<file path="src/rtl/serial_add_pkg.sv">
// Shared types and defaults for the bit-serial adder/subtractor controller.
package serial_add_pkg;

  localparam int unsigned WIDTH_DEFAULT = 8;

  typedef enum logic [1:0] {
    IDLE = 2'd0,
    RUN  = 2'd1,
    DONE = 2'd2
  } state_e;

endpackage

</file>
<file path="src/rtl/fa_cell.sv">
// One-bit full adder built from two half-adder stages and an OR.
module fa_cell (
  input  logic a,
  input  logic b,
  input  logic cin,
  output logic s,
  output logic co
);

  logic p1, g1, g2;

  assign p1 = a ^ b;
  assign g1 = a & b;
  assign s  = p1 ^ cin;
  assign g2 = p1 & cin;
  assign co = g1 | g2;

endmodule

</file>
<file path="src/rtl/serial_add_ctrl.sv">
// Bit-serial add (and, with SERIAL_ADD_SUB_EN defined, subtract) controller using a single
// full-adder cell; one result bit per RUN cycle, LSB first.
module serial_add_ctrl
  import serial_add_pkg::*;
#(
  parameter int unsigned WIDTH = WIDTH_DEFAULT
) (
  input  logic             clk,
  input  logic             rst_n,
  input  logic             start,
  input  logic [WIDTH-1:0] a,
  input  logic [WIDTH-1:0] b,
`ifdef SERIAL_ADD_SUB_EN
  input  logic             sub,
`endif
  output logic             busy,
  output logic             done,
  output logic [WIDTH-1:0] sum,
  output logic             cout
);

  localparam int unsigned CntW = $clog2(WIDTH) + 1;
  localparam logic [CntW-1:0] LastCnt = CntW'(WIDTH - 1);

  state_e           state_q, state_d;
  logic [WIDTH-1:0] a_q, b_q, sum_q;
  logic [CntW-1:0]  cnt_q;
  logic             carry_q, cout_q;
  logic             accept, last;
  logic             fa_s, fa_co;
  logic             sub_in, sub_q;

`ifdef SERIAL_ADD_SUB_EN
  assign sub_in = sub;

  always_ff @(posedge clk or negedge rst_n) begin
    if (!rst_n) begin
      sub_q <= 1'b0;
    end else if (accept) begin
      sub_q <= sub;
    end
  end
`else
  assign sub_in = 1'b0;
  assign sub_q  = 1'b0;
`endif

  // start is only honoured outside RUN, so in-flight operands stay intact.
  assign accept = start && (state_q != RUN);
  assign last   = (state_q == RUN) && (cnt_q == LastCnt);

  fa_cell u_fa (
    .a  (a_q[0]),
    .b  (b_q[0] ^ sub_q),
    .cin(carry_q),
    .s  (fa_s),
    .co (fa_co)
  );

  always_comb begin
    state_d = state_q;
    unique case (state_q)
      IDLE:    if (start) state_d = RUN;
      RUN:     if (last) state_d = DONE;
      DONE:    state_d = start ? RUN : IDLE;
      default: state_d = IDLE;
    endcase
  end

  always_ff @(posedge clk or negedge rst_n) begin
    if (!rst_n) begin
      state_q <= IDLE;
      a_q     <= '0;
      b_q     <= '0;
      sum_q   <= '0;
      cnt_q   <= '0;
      carry_q <= 1'b0;
      cout_q  <= 1'b0;
    end else begin
      state_q <= state_d;
      if (accept) begin
        a_q     <= a;
        b_q     <= b;
        sum_q   <= '0;
        cnt_q   <= '0;
        // Subtraction is A + ~B + 1, so the carry seeds with 1.
        carry_q <= sub_in;
        cout_q  <= 1'b0;
      end else if (state_q == RUN) begin
        a_q     <= {1'b0, a_q[WIDTH-1:1]};
        b_q     <= {1'b0, b_q[WIDTH-1:1]};
        sum_q   <= {fa_s, sum_q[WIDTH-1:1]};
        cnt_q   <= cnt_q + CntW'(1);
        carry_q <= fa_co;
        if (last) cout_q <= fa_co;
      end
    end
  end

  assign busy = (state_q == RUN);
  assign done = (state_q == DONE);
  assign sum  = sum_q;
  assign cout = cout_q;

endmodule

</file>
<file path="config.mk">
export PLATFORM = sky130hd
export DESIGN_NAME = serial_add_ctrl
export DESIGN_NICKNAME = d
export VERILOG_FILES = /design/src/rtl/serial_add_pkg.sv /design/src/rtl/fa_cell.sv /design/src/rtl/serial_add_ctrl.sv
export SDC_FILE = /design/constraint.sdc
export NUM_CORES = 1
export LEC_CHECK = 0
export CORE_MARGIN = 2
export CORE_UTILIZATION = 41
export DETAILED_ROUTE_END_ITERATION = 8
export GPL_TIMING_DRIVEN = 1
export PLACE_DENSITY = 0.71
export SKIP_CTS_REPAIR_TIMING = 1
export SLEW_MARGIN = 20
export SYNTH_ARGS = -nofsm -noshare
export SYNTH_HDL_FRONTEND = slang
export SYNTH_SLANG_ARGS = --single-unit
</file>
<file path="constraint.sdc">
create_clock -name clk -period 1.3 [get_ports clk]
set_input_delay 0.325 -clock clk [delete_from_list [all_inputs] [get_ports clk]]
set_output_delay 0.325 -clock clk [all_outputs]
set_load 0.02 [all_outputs]
</file>
==> metrics.log, run 1 <==
[metrics] Worst Hold Class: input port to async pin
[metrics] post-synthesis to final-layout area growth: 38.3%
[metrics] number of antenna violations at the first check in global routing: 0
[metrics] final number of hold-violating endpoints: 0
[metrics] data required time of the worst path: 0.98 ns
[metrics] number of nets at the end of the flow: 206
[metrics] highest signal layer in the routed design: met4
[metrics] total global-route track usage: 16.6%
[metrics] x dimension of the die: 63.8 µm
[metrics] number of inserted filler cells in the final layout: 288
[metrics] proportion of synthesized flip-flops having asynchronous set or reset: 100%
[metrics] proportion of layout cells with a drive suffix above 1: 22.0%
[metrics] power density relative to cell area: 2200 mW/mm²
[metrics] cells after synthesis: 137
[metrics] area of the core: 0.00339 mm²
[metrics] number of max-cap violations: 0
[metrics] end of the worst register-to-register path: cnt_q[2]
[metrics] number of nets in the synthesized netlist: 158
[metrics] metal2 WL: 1590 µm
[metrics] Clk pin slew, worst setup/hold paths: 0.11 ns
[metrics] total buffers and inverters traversed by the critical path: 1
[metrics] CTS Root Cell: clkbuf_4
[metrics] cells traversed along the worst timing path: nor2b_4 -> buf_6
[metrics] slew of the pin with the lowest slew margin: 0.231 ns
[metrics] number of clock sinks seen by CTS: 32
[metrics] most used flip-flop cell after synthesis: dfrtp_1
[metrics] routed wire length on met3: 191 µm
[metrics] largest stage delay on the critical path: 0.44 ns
[metrics] max-slew violation count: 0
[metrics] maximum clock path buffer count: 2
[metrics] depth of the most critical reg-to-reg path: 4
[metrics] FF+latch count, synth: 32
[metrics] largest fanout on the critical path: 4
[metrics] quantity of I/O buffers inserted on ports: 29
[metrics] worst path arrival time: 1.13 ns
[metrics] Peak VDD IR: 0.967 mV
[metrics] achievable frequency: 688 MHz
[metrics] start of the worst register-to-register path: state_q[1]
[metrics] clock latency reported for the late side of the worst-skew pair: 0.35 ns
[metrics] top post-synthesis cells by area: dfrtp_1 55%, mux2i_1 12%, nand2_1 9.2%
[metrics] setup violation total in the final timing report: 2
[metrics] number of design-rule violations left by the first detailed-router iteration: 48
[metrics] post-layout minimum cycle time: 1.45 ns
[metrics] result of the run: finished, violations left
[metrics] top-level port count: 30
[metrics] wire length of the first global-routing pass: 5180 µm
[metrics] Crit Path Class: register to primary output
[metrics] overall die height: 63.8 µm
[metrics] total wirelength of the detailed-routed design: 3240 µm
[metrics] commonest cells after routing, fill and taps aside: 36 x nand2_1, 32 x dfrtp_1, 25 x o21ai_0, 18 x mux2i_1, 18 x clkdlybuf4s50_1
[metrics] commonest non-fill, non-tap cell in the layout: nand2_1
[metrics] Layout Utilization: 59.8%
[metrics] part of the Yosys area used for sequential elements: 54.6%
[metrics] maximum number of pins on one net before global-route repair: 41
[metrics] number of vias per cell: 4.88
[metrics] unrepaired setup endpoints after global routing: true
[metrics] ratio of final minimum period to clock period: 112%
[metrics] mean routed wirelength per cell: 14.0 µm
[metrics] initial standard-cell utilization of the core: 43.3%
[metrics] global route overflow: 0
[metrics] Diodes inserted: 0
[metrics] HPWL after DPL: 2080 µm
[metrics] placement row count: 21
[metrics] Inserted Clock Buffers: 5
[metrics] DRT Pass-1 Iters: 4
[metrics] remaining antenna violation count after routing: 0
[metrics] Clock Skew: 0.0139 ns
[metrics] total vias in the final route: 1133
[metrics] type of element capturing the critical path: primary output
[metrics] final routed DRC violation total: 0
[metrics] vias in the first global route: 1127
[metrics] Total Die Area: 0.00407 mm²
[metrics] violations in the final reports: negative setup slack
[metrics] Critical Path Slowest Stage Cell: dfrtp_1
[metrics] H-Tree Level Count: 2
[metrics] Worst Setup Start Kind: register
[metrics] cell accounting for the most synthesized area: dfrtp_1
[metrics] tightest slew margin relative to the limit: 84.6%
[metrics] Metal-1 WL: 1380 µm
[metrics] worst setup slack for register-to-register paths: 0.02 ns
[metrics] leakage power: 1.01 nW
[metrics] share of the synthesized area in the top cell type: 54.6%
[metrics] post-synthesis cell area: 0.00147 mm²
[metrics] number of different library cells in the post-synthesis netlist: 25
[metrics] post-synthesis average cell area: 10.7 µm²
[metrics] post-route worst setup slack: -0.154 ns
[metrics] count of flip-flops with a built-in enable after synthesis: 0
[metrics] routability-driven placement congestion ratio: 0.731
[metrics] count of synthesis-stage warnings from yosys: 0
[metrics] TritonCTS clock tree: yes
[metrics] overall power of the completed layout: 4.46 mW
[metrics] gate family responsible for the most delay along the worst path: flip-flops
==> layout make-up <==
cell class | instances | area (µm²) | area share, %
flip-flops and latches | 32 | 801 | 39.5
multi-input cells | 94 | 582 | 28.7
repair buffers | 50 | 504 | 24.9
well taps | 46 | 57.6 | 2.84
clock buffers | 6 | 41.3 | 2.04
clock inverters | 2 | 35.0 | 1.73
inverters | 2 | 7.51 | 0.370
==> worst max path at each step <==
| stage | from | depth (start not counted) | endpoint |
|---|---|---|---|
| finish | state_q[1] | 2 | busy |
| global route | state_q[1] | 2 | busy |
| CTS | state_q[0] | 2 | done |
| detailed placement | state_q[1] | 5 | cout |
| global placement | start | 4 | cnt_q[0] |
| floorplan | state_q[1] | 3 | busy |
==> through the flow <==
step                hold WS [ns]  area (µm²)  cells  setup slack [ns]  TNS [ns]
global placement           0.458        1860    215            -0.172     -4.40
finish                     0.319        2030    232            -0.154    -0.286
CTS                        0.326        1940    223            -0.566     -6.21
global route               0.330        2030    232            -0.206    -0.506
floorplan                 0.0294        1470    137             0.151         0
detailed placement         0.474        1860    215            -0.203     -5.12
==> routing by layer <==
metal | track usage (%) | vias to the layer above
met5 | 0 | -
met4 | 6.52 | 0
met1 | 19.3 | 548
met3 | 7.39 | 8
met2 | 26.8 | 22
li1 | - | 555
==> state kept, by name, summed over array words and instances, names as in the netlist <==
| signal | flops |
|---|---|
| a_q | 8 |
| b_q | 8 |
| sum | 8 |
| cnt_q | 4 |
| state_q | 2 |
| carry_q | 1 |
| cout | 1 |
==> logic make-up (layout without fill, tap and decap cells) <==
logic type	after synthesis	in the layout	synth area share (%)
buf+inv	11	60	5.97
simple gates	44	44	13.0
fa+ha+maj	2	2	2.22
xor+xnor	1	1	0.597
flops	32	32	54.6
mux	20	20	14.1
compound gates	27	27	9.56
==> where the power goes <==
group	total [mW]	switching, mW	leakage, nW	internal, mW
Sequential	1.67	0.275	0.415	1.40
Clock	0.767	0.364	0.0422	0.403
Combinational	2.02	0.970	0.556	1.04
==> synthesized netlist by cell type (all sizes together) (2+ instances only) <==
| master | n |
|---|---|
| buf | 6 |
| clkbuf | 3 |
| dfrtp | 32 |
| inv | 2 |
| mux2 | 2 |
| mux2i | 18 |
| nand2 | 36 |
| nor2 | 3 |
| o21ai | 25 |
Power figures use the tool's default switching activity.
==> run 2, diff against run 1 <==
Settings changed: GPL_TIMING_DRIVEN 1 to not set.
==> results of run 2 <==
The final DEF is identical to that of run 1; final timing and power are the same.
==> edit: new RTL, flow settings as in run 2 <==
Put a register stage on the outputs `busy` and `done`, with the module's reset. The values now appear one clock later. The other outputs are not delayed to match.
--- a/src/rtl/serial_add_ctrl.sv
+++ b/src/rtl/serial_add_ctrl.sv
@@ -99,4 +99,11 @@
 
-  assign busy = (state_q == RUN);
-  assign done = (state_q == DONE);
+  always_ff @(posedge clk or negedge rst_n) begin
+    if (!rst_n) begin
+      busy <= '0;
+      done <= '0;
+    end else begin
+      busy <= (state_q == RUN);
+      done <= (state_q == DONE);
+    end
+  end
   assign sum  = sum_q;
Function: changed (Yosys sat finds a counterexample within 4 cycles, from zero or initial values and one cycle with rst_n low).
==> edit against run 2 <==
- combinational power down 18%
- sequential cell count up 2
- synthesized area up 3.4%
- cell area up 0.18%
- clock power up 3.1%
- wire length down 12%
- setup slack better by 0.23 ns
- power down 6.2%
==> edit: results (changes against run 2) <==
Total GRT Usage 0.153 (-0.0136); VDD IR max 0.803 mV (-17%); P_comb 0.00165 W (-18%); CP top delay family buffers and inverters; max_slew headroom 0.849 (+0.00341); number of global-route vias before repair 1,098 (-2.6%); WL final 2.85 mm (-12%); sequential share of cell area 0.419 (+0.0239); CP peak stage delay 0.53 ns (+0.09 ns); Critical Path Slowest Stage Cell clkdlybuf4s50_1; DRT iter0 DRCs 59 (+23%); post-synthesis cell count 139 (+1.5%); Clock Latency Late Sink 0.28 ns (-0.07 ns); arrival time at the worst endpoint 1.38 ns (+0.25 ns); clkbuf count 7 (+1); routed len/inst 12.5 um (-11%); Synth Area in XOR/XNOR 0.00578 (-0.000197); first-pass GRT wire length 4.79 mm (-7.5%); Root Buffer clkbuf_8; RD Place Congestion 0.718 (-1.8%); layout cells sized above 1 0.133 (-0.0871); area of placed instances 1900 um2 (+2.2%); post-synthesis sequential area ratio 0.561 (+0.0150); pre-CTS setup slack -0.203 ns (-0.0000370 ns); post-synthesis mux area share 0.136 (-0.00465); DP HPWL 1.92 mm (-7.6%); status finished, final reports clean; vias per cell 4.73 (-3.1%); # fillers 304 (+5.6%); adder-cell share of the synthesized area 0.0215 (-0.000732); FF+latch count, synth 34 (+6.3%); count of placed standard cells including taps 219 (+1.9%); synthesized-area fraction occupied by ao, oa, aoi and oai cells 0.0924 (-0.00315); Synth area leaders dfrtp_1 56%, mux2i_1 12%, nand2_1 8.9%; area of the multi-input gates 578 um2 (-0.65%); top post-synthesis cells by count 36 x nand2_1, 34 x dfrtp_1, 25 x o21ai_0, 18 x mux2i_1, 4 x buf_6; CTS clk-pin slew, worst paths 0.07 ns (-0.04 ns); Final nets 200 (-2.9%); Clock Skew 0.00490 ns (-0.00901 ns); Signal buffers 42 (-16%); Flop+latch power 0.00174 W (+4%); Critical Path Fanout Max 18 (+14); pin count of the biggest net entering global routing 35 (-15%); ClkCell Share 0.0450 (+0.00732); Syn Nets 160 (+1.3%); leak pwr 1.10 nW (+8.5%); Syn-to-layout area delta 34.0%; commonest register cell after synthesis dfrtp_1; clk pwr 0.000791 W (+3.1%)
==> edit: cell types whose count changed in the layout (fill, tap and decap cells not counted), sizes merged <==
cell / change
dlymetal6s2s: +9
buf: -7
dfrtp: +2
bufinv: -1
clkbuf: -9
==> edit: final timing paths <==
check | start | slack (ns) | depth (start not counted) | end
setup / recovery | start | 0.08 | 4 | b_q[3]$_DFFE_PN0P_
hold / removal | rst_n | 0.42 | 2 | a_q[2]$_DFFE_PN0P_
setup reg to reg | state_q[0]$_DFFE_PN0P_ | 0.10 | 3 | cnt_q[2]$_DFFE_PN0P_
hold reg to reg | a_q[7]$_DFFE_PN0P_ | 0.49 | 2 | a_q[6]$_DFFE_PN0P_
max in group asynchronous | rst_n | 0.70 | 2 | sum[3]$_DFFE_PN0P_
min in group clk | a_q[7]$_DFFE_PN0P_ | 0.49 | 2 | a_q[6]$_DFFE_PN0P_
==> edit: layer usage <==
layer	track usage	routed length, um
met1	0.190	1330
met2	0.241	1330
met3	0.0330	116
met4	0.0957	77
met5	0	0
